**src/rtl/div_iter_unit_pkg.sv**
```systemverilog
// Shared divider types and constants: operation encoding, FSM states and
// the fixed results of the RV32M special cases.
package div_iter_unit_pkg;

  typedef enum logic [1:0] {
    DIV  = 2'b00,
    DIVU = 2'b01,
    REM  = 2'b10,
    REMU = 2'b11
  } div_op_e;

  typedef enum logic [1:0] {
    IDLE = 2'b00,
    CALC = 2'b01,
    SIGN = 2'b10,
    DONE = 2'b11
  } div_state_e;

  localparam logic [31:0] DIV_ZERO_Q = 32'hFFFF_FFFF;
  localparam logic [31:0] INT_MIN    = 32'h8000_0000;

endpackage

```
**src/rtl/div_iter_unit_clz.sv**
```systemverilog
// Count-leading-zeros on a 32-bit word; an all-zero input returns 32.
module div_iter_unit_clz (
  input  logic [31:0] i_data,
  output logic [5:0]  o_count
);

  // NOTE: every always_comb output gets a default before any branch, so no path infers a latch.
  always_comb begin
    o_count = 6'd32;
    // Ascending scan: the highest set bit is the last one to write o_count.
    for (int i = 0; i < 32; i++) begin
      if (i_data[i]) o_count = 6'(31 - i);
    end
  end

endmodule

```
**src/rtl/div_iter_unit.sv**
```systemverilog
// Multi-cycle RV32M divider (DIV/DIVU/REM/REMU): CLZ-normalised restoring
// division that runs only as many iterations as the dividend has significant bits.
module div_iter_unit
  import div_iter_unit_pkg::*;
#(
  parameter int XLEN = 32,
  parameter int CNTW = 6
) (
  input  logic            clk,
  input  logic            rst_n,
  input  logic            start,
  input  logic            kill,
  input  logic [1:0]      op,
  input  logic [XLEN-1:0] rs1,
  input  logic [XLEN-1:0] rs2,
  output logic            busy,
  output logic            done,
  output logic [XLEN-1:0] result
);

  div_state_e      r_state, w_next_state;
  logic [XLEN-1:0] r_shift, r_prem, r_divisor, r_result;
  logic [CNTW-1:0] r_count;
  logic            r_qneg, r_rneg, r_sel_rem;

  logic            w_signed, w_accept;
  logic            w_div_zero, w_overflow, w_small, w_special;
  logic [XLEN-1:0] w_a, w_b;
  logic [XLEN-1:0] w_spec_q, w_spec_r, w_spec_result;
  logic [XLEN-1:0] w_quo, w_rem;
  logic [5:0]      w_z;
  logic [CNTW-1:0] w_n;
  logic [XLEN:0]   w_trial;
  logic            w_qbit;

  // Operand decode: DIV and REM (op[0]==0) are the signed flavours.
  assign w_signed   = ~op[0];
  assign w_a        = (w_signed && rs1[XLEN-1]) ? -rs1 : rs1;
  assign w_b        = (w_signed && rs2[XLEN-1]) ? -rs2 : rs2;
  assign w_div_zero = (rs2 == '0);
  assign w_overflow = w_signed && (rs1 == INT_MIN) && (rs2 == '1);
  assign w_small    = (w_a < w_b);
  assign w_special  = w_div_zero || w_overflow || w_small;
  assign w_accept   = start && !kill && (r_state == IDLE || r_state == DONE);

  always_comb begin
    w_spec_q = '0;
    w_spec_r = rs1;
    if (w_div_zero) begin
      w_spec_q = DIV_ZERO_Q;
    end else if (w_overflow) begin
      w_spec_q = INT_MIN;
      w_spec_r = '0;
    end
  end

  assign w_spec_result = op[1] ? w_spec_r : w_spec_q;

  div_iter_unit_clz u_clz (
    .i_data  (w_a),
    .o_count (w_z)
  );

  assign w_n = CNTW'(XLEN) - CNTW'(w_z);

  // 33-bit trial subtraction; bit XLEN set means the divisor did not fit.
  assign w_trial = {r_prem, r_shift[XLEN-1]} - {1'b0, r_divisor};
  assign w_qbit  = ~w_trial[XLEN];

  assign w_quo = r_qneg ? -r_shift : r_shift;
  assign w_rem = r_rneg ? -r_prem : r_prem;

  // NOTE: sequential state uses non-blocking assignments so every register sees pre-edge values.
  always_ff @(posedge clk or negedge rst_n) begin
    if (!rst_n) r_state <= IDLE;
    else        r_state <= w_next_state;
  end

  always_comb begin
    w_next_state = r_state;
    if (kill) begin
      w_next_state = IDLE;
    end else begin
      case (r_state)
        IDLE, DONE: begin
          if (start)      w_next_state = w_special ? DONE : CALC;
          else            w_next_state = IDLE;
        end
        CALC:    if (r_count == CNTW'(1)) w_next_state = SIGN;
        SIGN:    w_next_state = DONE;
        default: w_next_state = IDLE;
      endcase
    end
  end

  always_comb begin
    busy = 1'b0;
    done = 1'b0;
    case (r_state)
      CALC, SIGN: busy = 1'b1;
      DONE:       done = 1'b1;
      default:    ;
    endcase
  end

  always_ff @(posedge clk or negedge rst_n) begin
    if (!rst_n) begin
      r_shift   <= '0;
      r_prem    <= '0;
      r_divisor <= '0;
      r_count   <= '0;
      r_qneg    <= 1'b0;
      r_rneg    <= 1'b0;
      r_sel_rem <= 1'b0;
      r_result  <= '0;
    end else if (w_accept) begin
      r_sel_rem <= op[1];
      if (w_special) begin
        r_result <= w_spec_result;
        r_qneg   <= 1'b0;
        r_rneg   <= 1'b0;
      end else begin
        // Left-justify the dividend so only its N significant bits are iterated.
        r_shift   <= w_a << w_z;
        r_prem    <= '0;
        r_divisor <= w_b;
        r_count   <= w_n;
        r_qneg    <= (op == DIV) && (rs1[XLEN-1] ^ rs2[XLEN-1]);
        r_rneg    <= (op == REM) && rs1[XLEN-1];
      end
    end else if (r_state == CALC) begin
      r_prem  <= w_qbit ? w_trial[XLEN-1:0] : {r_prem[XLEN-2:0], r_shift[XLEN-1]};
      r_shift <= {r_shift[XLEN-2:0], w_qbit};
      r_count <= r_count - CNTW'(1);
    end else if (r_state == SIGN && !kill) begin
      r_result <= r_sel_rem ? w_rem : w_quo;
    end
  end

  assign result = r_result;

endmodule

```
**config.mk**
```make
export PLATFORM = sky130hd
export DESIGN_NAME = div_iter_unit
export DESIGN_NICKNAME = d
export VERILOG_FILES = /design/src/rtl/div_iter_unit_pkg.sv /design/src/rtl/div_iter_unit_clz.sv /design/src/rtl/div_iter_unit.sv
export SDC_FILE = /design/constraint.sdc
export NUM_CORES = 1
export LEC_CHECK = 0
export BUFFER_PORTS_ARGS = -buffer_cell sky130_fd_sc_hd__buf_4
export CAP_MARGIN = 20
export CELL_PAD_IN_SITES_DETAIL_PLACEMENT = 1
export CELL_PAD_IN_SITES_GLOBAL_PLACEMENT = 2
export CORE_ASPECT_RATIO = 0.75
export CORE_MARGIN = 5
export CORE_UTILIZATION = 30
export DETAILED_ROUTE_END_ITERATION = 6
export PLACE_DENSITY_LB_ADDON = 0.12
export SETUP_SLACK_MARGIN = 0.4
export SYNTH_ARGS = -nofsm -noshare
export SYNTH_HDL_FRONTEND = slang
export SYNTH_HIERARCHICAL = 1
export SYNTH_SLANG_ARGS = --single-unit
```
**constraint.sdc**
```tcl
create_clock -name clk -period 5.2 [get_ports clk]
set_clock_uncertainty 0.05 [all_clocks]
set_input_delay 1.04 -clock clk [delete_from_list [all_inputs] [get_ports clk]]
set_output_delay 1.04 -clock clk [all_outputs]
set_load 0.01 [all_outputs]
```
# Yosys cells after proc, flatten, opt, wreduce, memory -nomap -nowiden
# Index checks and enable logic that the tools add are counted.
# Widths: inputs -> output; s select.
[totals]
ff_bits = 139
latch_bits = 0
mem_bits_rw = 0
mem_bits_ro = 0
inputBits = 70
out_inout_bits = 34
wordCells = 121
mem_count = 0
[op_classes]
n_addsub = 7
mul = 0
div_mod_pow = 0
n_lt_le_gt_ge = 1
n_eq_ne = 11
n_shift = 1
muxes = 65
n_bitwise = 4
reduce_logical = 23
[ops]
columns = ["op", "n"]
rows = [
  ["$mux 32", 21],
  ["$mux 6", 35],
  ["$neg 32->32", 4],
  ["$eq 32x32->1 const B", 2],
  ["$sub 33x32->33", 1],
  ["$logic_not 32->1", 1],
  ["$lt 32x32->1", 1],
  ["$shl 32x6->32", 1],
  ["$logic_and 1x1->1", 9],
  ["$mux 2", 4],
  ["$eq 2x2->1 const B", 3],
  ["$eq 6x1->1 const B", 1],
  ["$pmux 2 s3", 1],
  ["$sub 6x1->6 const B", 1],
  ["$sub 6x6->6 const A", 1],
  ["$logic_not 2->1", 2],
  ["$mux 1", 4],
  ["$ne 2x2->1 const B", 2],
  ["$reduce_and 2->1", 2],
  ["$reduce_bool 2->1", 2],
  ["$reduce_or 2->1", 2],
  ["$logic_or 1x1->1", 3],
  ["$ne 3x3->1 const B", 1],
  ["$not 1->1", 3],
  ["other kinds (5)", 5],
]

# Logic depth before layout (Yosys ltp)
[depth]
ltp_word = 38
mapped_depth = 24
ltp_nobuf = 21

# Modules after synthesis
# The synthesis kept the hierarchy.
[by_module_without_submodules]
columns = ["module", "instances", "cells_per_inst", "area_each_um2", "seq_area_each_um2"]
rows = [
  ["div_iter_unit", 1, 1715, 13868.3, 3478.3],
  ["div_iter_unit_clz", 1, 65, 367.9, 0.0],
]

# Least setup slack after synthesis
# No wires, ideal clock.
[synth_timing]
path_type = "input to register"
startpoint = "in rs2[4]"
endpoint = "reg r_result[0], in the netlist result[0]"
setup_ps = 125
arrival_ps = 5518
required_time_ps = 5025
slack_ps = -493
stages = 18
path_buffers = 1
path_cell_list = "or3_1 -> or4_1 -> or4_4 -> nor4b_2 -> nand2_1 -> o31ai_2 -> o21ai_0 -> xnor2_1 -> ha_1 -> a21o_1 -> a21o_1 -> a21oi_1 -> o211ai_1 -> a31oi_1 -> o21ai_0 -> a21oi_2 -> buf_4 -> mux2_2"
[synth_between]
elab_chain_len = 7
word_cells_on_any_way = 16
classes_between = "add/sub (1); order compare (1); eq/ne (2); mux (7); reduce/logical (5)"
[synth_lines]
columns = ["element", "line", "source"]
rows = [
  ["from (decl)", "div_iter_unit.sv:15", "input logic [XLEN-1:0] rs2,"],
  ["parallel branches: the longest is 7 deep, another holds $neg 32->32", "--", ""],
  ["to (signal assigned)", "div_iter_unit.sv:119", "r_result <= w_spec_result;"],
  ["to (signal assigned)", "div_iter_unit.sv:136", "r_result <= r_sel_rem ? w_rem : w_quo;"],
  ["to (decl)", "div_iter_unit.sv:22", "logic [XLEN-1:0] r_shift, r_prem, r_divisor, r_result;"],
]
# Parallel ways; which one is timed is not known. The select of a mux whose other input is x is not followed.
# A chain may end at the register's enable or synchronous reset.

# Final worst setup path
[layout_timing]
startpoint = "in rs2[4]"
endpoint = "reg r_shift[28]"
[layout_between]
elab_chain_len = 6
word_cells_on_any_way = 10
classes_between = "add/sub (1); order compare (1); eq/ne (2); mux (1); reduce/logical (5)"
[layout_lines]
columns = ["element", "line", "source"]
rows = [
  ["$neg 32->32 or $eq 32x32->1 (tied branches)", "div_iter_unit.sv:39, div_iter_unit.sv:41", ""],
  ["$mux 32 or $logic_and 1x1->1 (tied branches)", "div_iter_unit.sv:39, div_iter_unit.sv:41", ""],
  ["$lt 32x32->1 or $logic_or 1x1->1 (tied branches)", "div_iter_unit.sv:42, div_iter_unit.sv:43", ""],
  ["$logic_or 1x1->1 *", "div_iter_unit.sv:43", "assign w_special = w_div_zero || w_overflow || w_small;"],
  ["$ne 2x2->1 (no line) *", "--", ""],
  ["$reduce_and 2->1 (no line) *", "--", ""],
  ["to (signal assigned)", "div_iter_unit.sv:124", "r_shift <= w_a << w_z;"],
  ["to (signal assigned)", "div_iter_unit.sv:133", "r_shift <= {r_shift[XLEN-2:0], w_qbit};"],
  ["to (decl)", "div_iter_unit.sv:22", ""],
]
# Every way passes the cells marked *; elsewhere a longest branch is shown, timed or not.

==> impl_metrics.toml <==
[synth]
synthArstFlopShare_pct = 100
yosysSeqAreaShare_pct = 24.4
synth_top_flop_cell = "dfrtp_1"
syn_inst = 1780
synth_area_mm2 = 0.0142
synth-edff-count = 0
yosysTopAreaCell = "dfrtp_1"
synth.distinct_cells = 85
ys_ff_latch = 139
synth_top_area_share_pct = 24.4
yosys_warnings = 6
postSynthAreaPerCell_um2 = 8.00
synth_area_leaders = "dfrtp_1, ha_1, a21oi_1, xnor2_1, mux2i_1"
syn_nets = 1926

[sta]
maxSlewViolCount = 0
hold_viol = 0
fin_crit_sh_pct = 102
grt_setup_unrepaired = "true"
holdWs_ns = 0.464
finalSetupTns_ns = -4.68
tightest_slew_ns = 1.01
post-route-min-period_ns = 5.32
max_freq_mhz = 188
maxSlewHeadroom_pct = 32.5
setup_viol = 76
setup_slack_ns = -0.116

[pwr]
ir_drop_v = 0.000218
finalPower_mw = 9.37
power_density_mw_per_mm2 = 450
p_leak_nw = 9.09

[placement]
numPlacedInstances = 2763
dp_slack_ns = -0.916
io_buffers = 103
hpwl_mm = 55.2
post_dp_cell_area_mm2 = 0.0186
gp_congestion = 0.944

[detailed_routing]
num_vias = 15900
drtPass1Iterations = 5
final_antenna_net_count = 0
wl_per_cell_um = 24.5
via_per_inst = 5.59
drc = 0
finalWirelength_mm = 69.9
drtIter0Drc = 1313

[finish]
fin_util_pct = 44.2
fin_area_mm2 = 0.0208
layout_commonest_cell = "buf_4"
synthToLayoutAreaGrowth_pct = 46.4
nets = 2345
layoutNonFillerInstCount = 2851
drive_gt1_share_pct = 37.2
final_cell_mix = "buf_4, nor2_1, dfrtp_1"
n_antenna_cell = 0

[critical_path]
end_kind = "flip-flop"
worstSetupPathType = "in2reg"
cp_max_fo = 6
arrival_ns = 5.57
required_ns = 5.45
crit_path_start_kind = "input pin"

[die]
die-area_mm2 = 0.0520
die_h_um = 199
num_rows = 69
io_pins = 104
core_region_area_mm2 = 0.0471
die_x_um = 262
initial_utilization_pct = 30.2

[global_route]
grt_antenna_before_repair = 1
grt_pass1_wl_mm = 105
grtUsageTotal_pct = 26.4
first_global_vias = 16400
grt_overflow = 0
grt_max_degree = 64

[clock_network]
cts.htree.levels = 4
clk_pin_slew_ns = 0.07
clock-sinks = 139
clockBufferDepth = 2
root_buffer = "clkbuf_16"
clk_latency_ns = 0.44
cts_buffers = 17
cts_tree = "built"
cts_hold_buf = 0

[outcome]
violations = "negative setup slack"
outcome = "finished, violations left"

[job]
drv_cap = 0

[worst_hold_path]
worstHoldPathType = "reg2reg"
-- flip-flops by register name, indices dropped and copies added, names as in the netlist --
signal     cells
r_count        6
r_divisor     32
r_prem        32
r_qneg         1
r_rneg         1
r_sel_rem      1
r_shift       32
r_state        2
result        32
-- synthesized netlist by cell type, types with 40 or more instances --
library cell / instances
a21oi_1: 164
clkbuf_1: 85
dfrtp_1: 139
ha_1: 75
inv_1: 94
mux2_2: 53
mux2i_1: 68
nand2_1: 125
nor2_1: 173
nor3_1: 40
o21ai_0: 106
xnor2_1: 90
xor2_1: 52
-- power breakdown --
group / switching [mW] / internal, mW
logic: 3.17 / 2.73
registers: 0.648 / 1.52
clock network: 0.574 / 0.727
-- path summary, 6_finish.rpt --
check                                  from          end  slack [ns]  cells past startpoint
worst max-delay path                 rs2[4]  r_shift[28]       -0.12                     23
worst min-delay path             result[22]   result[22]        0.46                      1
worst max register to register  r_shift[31]    r_prem[0]        1.10                     14
worst min register to register   result[22]   result[22]        0.46                      1
max in group asynchronous             rst_n   r_count[5]        3.46                      2
min in group asynchronous             rst_n   r_prem[15]        0.54                      1
-- layout make-up --
type / count / area (um2)
well taps: 639 / 800
repair buffers: 505 / 4460
clock buffers: 17 / 425
clock inverters: 15 / 179
inverters: 96 / 360
fillers: 5551 / 26300
multi-input cells: 1440 / 11100
flip-flops and latches: 139 / 3480
-- logic make-up (layout without fill, tap and decap cells) --
logic type,Yosys count,after routing,synth area share (%)
flip-flops,139,139,24.4
XOR/XNOR,143,143,8.93
AO/OA/AOI/OAI,533,533,24.3
AND/OR/NAND/NOR,555,555,19.2
multiplexers,133,133,10.9
adder cells (fa/ha/maj),76,76,6.73
buffers and inverters,201,633,5.48
-- per-layer routing --
metal | track usage, % | up-vias | part of all wire (%)
li1 | - | 7422 | -
met1 | 39.8 | 8031 | 50
met2 | 41.1 | 427 | 44
met3 | 2.96 | 56 | 4.8
met4 | 5.00 | 2 | 1.6
met5 | 0 | - | 0.019
-- worst max-delay path, cell delays in order --
cell      delay, ns
buf_6          0.09
or3_4          0.37
or4_4          0.44
or4_4          0.47
nor4b_4        0.34
nand2_2        0.12
o31ai_4        0.21
o21ai_2        0.09
xnor2_1        0.17
ha_1           0.31
buf_4          0.11
nand4_1        0.13
nor2_2         0.18
o221ai_2       0.10
o211ai_1       0.16
a31oi_4        0.06
buf_12         0.15
buf_8          0.13
o31a_4         0.37
buf_12         0.16
buf_16         0.13
a21oi_2        0.12
o31ai_1        0.10
-- what timing repair did --
item / CTS / global route
pin swaps: 38 / 8
gates cloned: 11 / 3
resized for setup: 209 / 12
setup endpoints to repair: 137 / 137
setup buffers: 37 / 5
Note: power is estimated with default switching activity, not from simulation.
